`src/rtl/seg7_pkg.sv`:
```
// Shared constants, FSM state type and sizing helper
// for the multi-digit seven-segment display driver.
package seg7_pkg;

    localparam logic [6:0] SEG_BLANK = 7'h7F;
    localparam logic [6:0] SEG_DASH  = 7'h3F;

    typedef enum logic [1:0] {
        IDLE,
        SHIFT,
        UPDATE
    } state_e;

    // ceil(width*log10(2) + 1), log10(2) ~= 0.30103
    function automatic int bcd_nibbles(input int width);
        return (width * 30103 + 99999) / 100000 + 1;
    endfunction

endpackage

```
`src/rtl/seg7_multi_display_seg7.sv`:
```
// seg7: BCD digit to active-low segments (bit0=a .. bit6=g).
// Ports: bcd_i [3:0] digit in, seg_o [6:0] segments out.
import seg7_pkg::*;

module seg7 (
    input  logic [3:0] bcd_i,
    output logic [6:0] seg_o
);

    always_comb begin
        case (bcd_i)
            4'd0:    seg_o = 7'b1000000;
            4'd1:    seg_o = 7'b1111001;
            4'd2:    seg_o = 7'b0100100;
            4'd3:    seg_o = 7'b0110000;
            4'd4:    seg_o = 7'b0011001;
            4'd5:    seg_o = 7'b0010010;
            4'd6:    seg_o = 7'b0000010;
            4'd7:    seg_o = 7'b1111000;
            4'd8:    seg_o = 7'b0000000;
            4'd9:    seg_o = 7'b0010000;
            default: seg_o = SEG_BLANK;
        endcase
    end

endmodule

```
`src/rtl/seg7_multi_display.sv`:
```
// seg7_multi_display: binary -> BCD (serial double-dabble) -> HEX.
// Ports: clk, reset (sync, high), value/load in, lzb_en/blink_en
// live gating, busy/done status, leds [DIGITS-1:0][6:0] active-low.
import seg7_pkg::*;

module seg7_multi_display #(
    parameter int WIDTH     = 10,
    parameter int DIGITS    = 3,
    parameter int BLINK_DIV = 25_000_000
) (
    input  logic                   clk,
    input  logic                   reset,
    input  logic [WIDTH-1:0]       value,
    input  logic                   load,
    input  logic                   lzb_en,
    input  logic                   blink_en,
    output logic                   busy,
    output logic                   done,
    output logic [DIGITS-1:0][6:0] leds
);

    localparam int    NIB  = bcd_nibbles(WIDTH);
    localparam int    BW   = 4 * NIB;
    localparam int    CNTW = $clog2(WIDTH);
    localparam int    BDW  = (BLINK_DIV > 1) ? $clog2(BLINK_DIV) : 1;
    localparam longint MAXV = longint'(10 ** DIGITS) - 1;

    state_e                  state_q;
    logic [CNTW-1:0]         cnt_q;
    logic [WIDTH-1:0]        bin_q, bin_d;
    logic [BW-1:0]           bcd_q, bcd_d, bcd_adj;
    logic                    ovf_q, dovf_q, shown_q;
    logic                    done_q, busy_q;
    logic [DIGITS-1:0][3:0]  dig_q, bcd_dig;
    logic [DIGITS-1:0][6:0]  seg_raw;
    logic [DIGITS-1:0]       lz;
    logic                    lead;
    logic [BDW-1:0]          bcnt_q;
    logic                    phase_q;

    // add-3 correction, then shift {bcd, bin} left by one
    always_comb begin
        bcd_adj = bcd_q;
        for (int n = 0; n < NIB; n++) begin
            if (bcd_q[4*n +: 4] >= 4'd5)
                bcd_adj[4*n +: 4] = bcd_q[4*n +: 4] + 4'd3;
        end
        {bcd_d, bin_d} = {bcd_adj, bin_q} << 1;
    end

    // digits beyond the accumulator width read as zero
    for (genvar i = 0; i < DIGITS; i++) begin : g_dig
        if (i < NIB) begin : g_in
            assign bcd_dig[i] = bcd_q[4*i +: 4];
        end else begin : g_out
            assign bcd_dig[i] = 4'd0;
        end
        seg7 u_seg (
            .bcd_i (dig_q[i]),
            .seg_o (seg_raw[i])
        );
    end

    always_ff @(posedge clk) begin
        if (reset) begin
            state_q <= IDLE;
            cnt_q   <= '0;
            bin_q   <= '0;
            bcd_q   <= '0;
            ovf_q   <= 1'b0;
            done_q  <= 1'b0;
            busy_q  <= 1'b0;
            dig_q   <= '0;
            dovf_q  <= 1'b0;
            shown_q <= 1'b0;
        end else begin
            done_q <= 1'b0;
            case (state_q)
                IDLE: begin
                    if (load) begin
                        bin_q   <= value;
                        bcd_q   <= '0;
                        ovf_q   <= 64'(value) > 64'(MAXV);
                        cnt_q   <= '0;
                        busy_q  <= 1'b1;
                        state_q <= SHIFT;
                    end
                end
                SHIFT: begin
                    bin_q <= bin_d;
                    bcd_q <= bcd_d;
                    cnt_q <= cnt_q + 1'b1;
                    if (cnt_q == CNTW'(WIDTH - 1))
                        state_q <= UPDATE;
                end
                UPDATE: begin
                    dig_q   <= bcd_dig;
                    dovf_q  <= ovf_q;
                    shown_q <= 1'b1;
                    done_q  <= 1'b1;
                    busy_q  <= 1'b0;
                    state_q <= IDLE;
                end
                default: state_q <= IDLE;
            endcase
        end
    end

    always_ff @(posedge clk) begin
        if (reset) begin
            bcnt_q  <= '0;
            phase_q <= 1'b0;
        end else if (bcnt_q == BDW'(BLINK_DIV - 1)) begin
            bcnt_q  <= '0;
            phase_q <= ~phase_q;
        end else begin
            bcnt_q <= bcnt_q + 1'b1;
        end
    end

    // lz[i]: digit i and everything above it are zero
    always_comb begin
        lead = 1'b1;
        lz   = '0;
        for (int i = DIGITS - 1; i >= 1; i--) begin
            lead  = lead & (dig_q[i] == 4'd0);
            lz[i] = lead;
        end
    end

    always_comb begin
        for (int i = 0; i < DIGITS; i++) begin
            if (!shown_q || (blink_en && phase_q))
                leds[i] = SEG_BLANK;
            else if (dovf_q)
                leds[i] = SEG_DASH;
            else if (lzb_en && lz[i])
                leds[i] = SEG_BLANK;
            else
                leds[i] = seg_raw[i];
        end
    end

    assign busy = busy_q;
    assign done = done_q;

endmodule
```
`config.mk`:
```
export PLATFORM = sky130hd
export DESIGN_NAME = seg7_multi_display
export DESIGN_NICKNAME = d
export VERILOG_FILES = /design/src/rtl/seg7_pkg.sv /design/src/rtl/seg7_multi_display_seg7.sv /design/src/rtl/seg7_multi_display.sv
export SDC_FILE = /design/constraint.sdc
export NUM_CORES = 1
export LEC_CHECK = 0
export BUFFER_PORTS_ARGS = -buffer_cell sky130_fd_sc_hd__clkbuf_2
export CORE_MARGIN = 8
export CORE_UTILIZATION = 50
export CTS_CLUSTER_DIAMETER = 50
export CTS_CLUSTER_SIZE = 16
export DETAILED_ROUTE_END_ITERATION = 8
export PLACE_DENSITY = 0.68
export RECOVER_POWER = 100
export SYNTH_ARGS = -nofsm -noshare
export SYNTH_HDL_FRONTEND = slang
export SYNTH_SLANG_ARGS = --single-unit
```
`constraint.sdc`:
```
create_clock -name clk -period 6.2 [get_ports clk]
set_input_delay 1.55 -clock clk [delete_from_list [all_inputs] [get_ports clk]]
set_output_delay 1.55 -clock clk [all_outputs]
set_load 0.005 [all_outputs]
```
### Yosys cells after proc, flatten, opt, wreduce, memory -nomap -nowiden

Memory sizes are Yosys's and may differ from the RTL's. A register that Yosys moved wholly into a read port is not among the register bits.
Index checks and enable logic that the tools add are counted.
Widths: inputs -> output; s select.

| cells by class | value |
|---|---|
| multiplexer cells | 31 |
| equal/unequal tests | 6 |
| magnitude comparators | 6 |
| reduce and logical (&&, ||, !) cells | 15 |
| bitwise logic cells | 2 |
| $add $sub $neg | 7 |

Operators by type and width:

| operator | number |
|---|---|
| $mux 7 | 8 |
| $mux 4 | 11 |
| $pmux 20 s2 | 1 |
| $add 25x1->25 const B | 1 |
| $eq 25x25->1 const B | 1 |
| $ge 4x3->1 const B | 5 |
| $mux 20 | 1 |
| $pmux 10 s2 | 1 |
| $add 4x2->4 const B | 4 |
| $gt 10x10->1 const B | 1 |
| $mux 10 | 1 |
| $logic_not 4->1 | 2 |
| $pmux 4 s2 | 1 |
| $reduce_and 2->1 | 4 |
| $add 4x1->4 const B | 1 |
| $eq 4x4->1 const B | 1 |
| $mux 2 | 2 |
| $ne 2x2->1 const B | 2 |
| $pmux 2 s2 | 1 |
| $reduce_bool 2->1 | 2 |
| $add 3x2->3 const B | 1 |
| $logic_and 1x1->1 | 3 |
| $mux 3 | 1 |
| $eq 2x1->1 const B | 1 |
| 9 further kinds | 10 |

| storage, ports and cells | value |
|---|---|
| ROM bits | 336 |
| memories | 3 |
| input bits | 15 |
| output and inout port bits | 23 |
| register bits after elaboration | 79 |

Memory list:

| name | words | width | read ports | clocked after Yosys merged registers in | wr ports | RTL line | source |
|---|---|---|---|---|---|---|---|
| (no name shown) | 16 | 7 | 1 | 1 | 0 | seg7_multi_display_seg7.sv:11 | `case (bcd_i)` |
| (no name shown) | 16 | 7 | 1 | 1 | 0 | seg7_multi_display_seg7.sv:11 |  |
| (no name shown) | 16 | 7 | 1 | 1 | 0 | seg7_multi_display_seg7.sv:11 |  |

### Longest topological paths before layout

| depth | value |
|---|---|
| depth in word-level cells | 6 |
| gate-level depth with buffers | 9 |
| gate-level depth less buffers | 7 |

### Hierarchy

From an unflattened synthesis, not the netlist that was laid out.

| second synthesis, totals | value |
|---|---|
| cells, all modules | 507 |
| area, all modules | 3928.8 um^2 |

Modules (own cells, without submodules):

| module | times used | sequential area each (um^2) | area each (um^2) | cells each |
|---|---|---|---|---|
| seg7_multi_display | 1 | 1421.4 | 3308.2 | 410 |
| seg7 (g_dig[1].u_seg ...) | 2 | 0.0 | 210.2 | 33 |
| seg7 (g_dig[0].u_seg) | 1 | 0.0 | 200.2 | 31 |

### Worst setup path before layout

OpenSTA, ideal clock, no wires.

| path | value |
|---|---|
| path kind | input to output |
| start point | in blink_en |
| end point | out leds[10] (netlist name) |
| buffers on the path | 1 |
| cell stages on the path | 4 |
| slack | 2263 ps |
| arrival | 2387 ps |
| path through | a21oi_1 -> nand2b_1 -> clkbuf_1 -> or3_1 |

RTL lines:

| what | RTL line | source |
|---|---|---|
| from (decl) | seg7_multi_display.sv:16 | `input logic blink_en,` |
| to (decl) | seg7_multi_display.sv:19 | `output logic [DIGITS-1:0][6:0] leds` |

### Worst setup path in the final report

| path | value |
|---|---|
| start point | in reset |
| end point | reg g_dig[1].u_seg.seg_o[3] (netlist name) |

| between the ends | value |
|---|---|
| cells in the longest elaborated chain, start to end | 1 |

Ends and longest elaborated chain:

| what | RTL line | source |
|---|---|---|
| from (decl) | seg7_multi_display.sv:12 | `input logic reset,` |
| $mux 4 (no source line) | - |  |

Every way passes these cells.
A chain may end at the register's enable or synchronous reset.

==> metrics.yaml <==
setup_path:
  worst_setup_path_endpoint: "g_dig[1].u_seg.seg_o[3]$_DFF_P_"
  startpoint: "reset"
  reg2reg_from: "bcnt_q[0]$_SDFF_PP0_"
  critPathBufInv: 3
  crit_path_start_kind: "primary input"
  critPathMaxStageDelay_ns: 1.02
  reg2reg_slack_ns: 3.67
  worst-endpoint-required_ns: 6.44
  cell_family_with_the_largest_share_of_critical_path_delay: "buffers and inverters"
  critical_path.cell_chain: "clkbuf_1 -> clkbuf_1 -> or2_2 -> inv_1 -> ha_1 -> mux2_1 -> o22a_1"
  worst_flop_to_flop_path_endpoint: "bcnt_q[7]$_SDFF_PP0_"
  cp_data_arrival_time_ns: 4.52
  critPathMaxFanout: 32
  worst-r2r-cell-count: 6
  worst_path_most_repeated_cell: "sky130_fd_sc_hd__clkbuf_1"
  critPathKind: "in -> reg"
  number_of_logic_stages_on_the_critical_path_including_buffering: 7
  setup.worst_path.end_class: "flip-flop"
  timing.critical_path.slowest_stage_cell: "sky130_fd_sc_hd__clkbuf_1"
routing:
  drtAntennaViolNets: 0
  routed-wl-met2_um: 3620
  totalWireLength_um: 8050
  drt-met1-wl_um: 3910
  post_drt_via_cell_ratio: 5.24
  detail_route.first_pass.iterations: 4
  routed-via-count: 3244
  routed_wire_length_per_instance_um: 13.0
  initialDrtViolationCount: 183
  top_layer: "met4"
  route.detailed.drc: 0
  detailroute.wirelength.met3_um: 428
finish:
  final_nets: 546
  area_growth_syn_to_layout_pct: 7.51
  post_route_cells_drive_above_1_share_pct: 11.5
  fillCellCount: 820
  n_antenna_cell: 0
  fin_util_pct: 54.9
  layout_common_cells: "92 x sky130_fd_sc_hd__dfxtp_1, 84 x sky130_fd_sc_hd__nor2_1, 27 x sky130_fd_sc_hd__clkbuf_2"
  final_area_um2: 4760
  layout_commonest_cell: "sky130_fd_sc_hd__dfxtp_1"
logic_synthesis:
  synth.distinct_cells: 51
  synth_warnings: 0
  netlist_area_um2: 4430
  syn-mean-instance-area_um2: 9.29
  postSynthNetCount: 516
  postSynthRegisterBits: 92
  number_of_enable_flip_flop_cells_after_synthesis: 0
  dominantRegCellSynth: "sky130_fd_sc_hd__dfxtp_1"
  synthesis.instances: 477
  register_area_share_after_synthesis_pct: 41.6
  postSynth.asyncResetShare_pct: 0
clock_tree:
  clk_latency_ns: 0.35
  post_cts_resize_count: 0
  cts_root_buffer: "sky130_fd_sc_hd__clkbuf_8"
  tritoncts_clock_tree: "yes"
  h_tree_lvl_count: 3
  cts_setup_buffers: 0
  cts_sinks: 92
  cts_made_buffers: 9
  cts.clk_slew.worst_paths_ns: 0.08
  cts_hold_buf: 0
  cts.path.max_buffers: 2
sta:
  post-route-worst-setup-slack_ns: 1.92
  number_of_hold_violations_in_the_final_report: 0
  timing_worst_slew_pin_value_ns: 1.44
  finalMaxSlewViolations: 0
  min_period_over_period_pct: 69.0
  final-setup-viol-count: 0
  setup-tns-final_ns: 0
  rsz0062_at_grt: "false"
  period_minus_slack_ns: 4.28
  finalClockSkew_ns: 0.00933
  achievable_freq_mhz: 234
  timing.max_slew.rel_slack_pct: 4.08
grt:
  antenna_found_initial: 0
  grt_first_pass_wirelength_um: 14200
  global_route.overflow_total: 0
  grt_pass1_vias: 3203
  grt_use_total_pct: 14.2
  pin_count_of_the_biggest_net_entering_global_routing: 33
die:
  fp.dieArea_um2: 12100
  initial_core_utilization_pct: 51.0
  die_height_um: 110
  number_of_placement_rows: 34
  core_area_um2: 8680
  pin_count: 38
  die_w_um: 110
place:
  hpwlAfterDp_um: 5680
  placement.io_buffers: 37
  gpl.final_weighted_congestion: 0.804
  preCtsSetupSlack_ns: 1.95
  post_dp_cell_area_um2: 4630
power:
  finalPower_uw: 1080
  power_density_nw_per_um2: 227
  power.leakage_uw: 0.00189
  ir_worst_vdd_v: 0.000110
outcome:
  outcome: "complete, no violations"
run:
  number_of_max_capacitance_violations_reported: 0
worst_hold_path:
  worst_hold_path_type: "reg -> reg"
registers in the layout, indices dropped and copies added, names as in the netlist:
name and count:
dig_q 12, shown_q 1, done 1, busy 1, bcnt_q 25, bcd_q 12, g_dig.u_seg.seg_o 21, state_q 2
phase_q 1, cnt_q 4, dovf_q 1, ovf_q 1, bin_q 10
stage by stage:
step           hold WS (ns)  cells
6_report              0.446    619
2_1_floorplan         0.417    477
3_3_place_gp          0.429    604
4_1_cts               0.451    619
5_1_grt               0.468    619
3_5_place_dp          0.438    604
power breakdown:
group	switching (µW)	internal, µW	leakage (µW)
clock network	195	225	0.0000956
registers	6.30	600	0.000745
logic	34.9	16.4	0.00105
Yosys cell counts, drive strengths merged, types with 6 or more instances:
cell type / number / area [µm²]
dfxtp: 92 / 1840
nor2: 85 / 377
ha: 24 / 300
inv: 24 / 90.1
mux2i: 20 / 241
nand3: 20 / 100
xor2: 20 / 175
a21oi: 18 / 90.1
nand2: 17 / 63.8
o21ai: 17 / 96.4
o22a: 15 / 131
nor4: 13 / 118
or3: 13 / 81.3
buf: 12 / 104
xnor2: 12 / 105
nand2b: 11 / 68.8
clkbuf: 8 / 30.0
nand4: 8 / 50.1
o31ai: 6 / 45.0
or2: 6 / 40.0
per-layer routing:
metal  vias up  global-route usage, %
met5         -                      0
met4         0                   4.00
met3        10                   4.36
met2        47                   23.5
met1      1500                   17.6
li1       1687                      -
worst min path at each step:
stage / to / start / slack (ns) / cells after the start
after CTS: bcnt_q[0]$_SDFF_PP0_ / bcnt_q[0]$_SDFF_PP0_ / 0.45 / 1
final: bcnt_q[0]$_SDFF_PP0_ / bcnt_q[0]$_SDFF_PP0_ / 0.45 / 1
after floorplan: bcnt_q[0]$_SDFF_PP0_ / bcnt_q[0]$_SDFF_PP0_ / 0.42 / 1
after global routing: bcnt_q[0]$_SDFF_PP0_ / bcnt_q[0]$_SDFF_PP0_ / 0.47 / 1
after detailed placement: bcnt_q[0]$_SDFF_PP0_ / bcnt_q[0]$_SDFF_PP0_ / 0.44 / 1
after global placement: bcnt_q[0]$_SDFF_PP0_ / bcnt_q[0]$_SDFF_PP0_ / 0.43 / 1
final cells by class:
type / instances / area [µm²] / area share (%)
clock inverters: 4 / 75.1 / 1.58
inverters: 24 / 90.1 / 1.89
repair buffers: 39 / 184 / 3.86
flip-flops and latches: 92 / 1840 / 38.7
well taps: 108 / 135 / 2.84
clock buffers: 11 / 131 / 2.76
multi-input cells: 341 / 2300 / 48.4
cell families after synthesis:
| logic type | after synthesis | share of synthesized area (%) |
|---|---|---|
| XOR/XNOR | 32 | 6.33 |
| multiplexers | 25 | 6.81 |
| AO/OA/AOI/OAI | 67 | 10.1 |
| flip-flops | 92 | 41.6 |
| buffers and inverters | 44 | 5.06 |
| adder cells (fa/ha/maj) | 24 | 6.78 |
| AND/OR/NAND/NOR | 193 | 23.3 |
(Power assumes the default switching activity.)
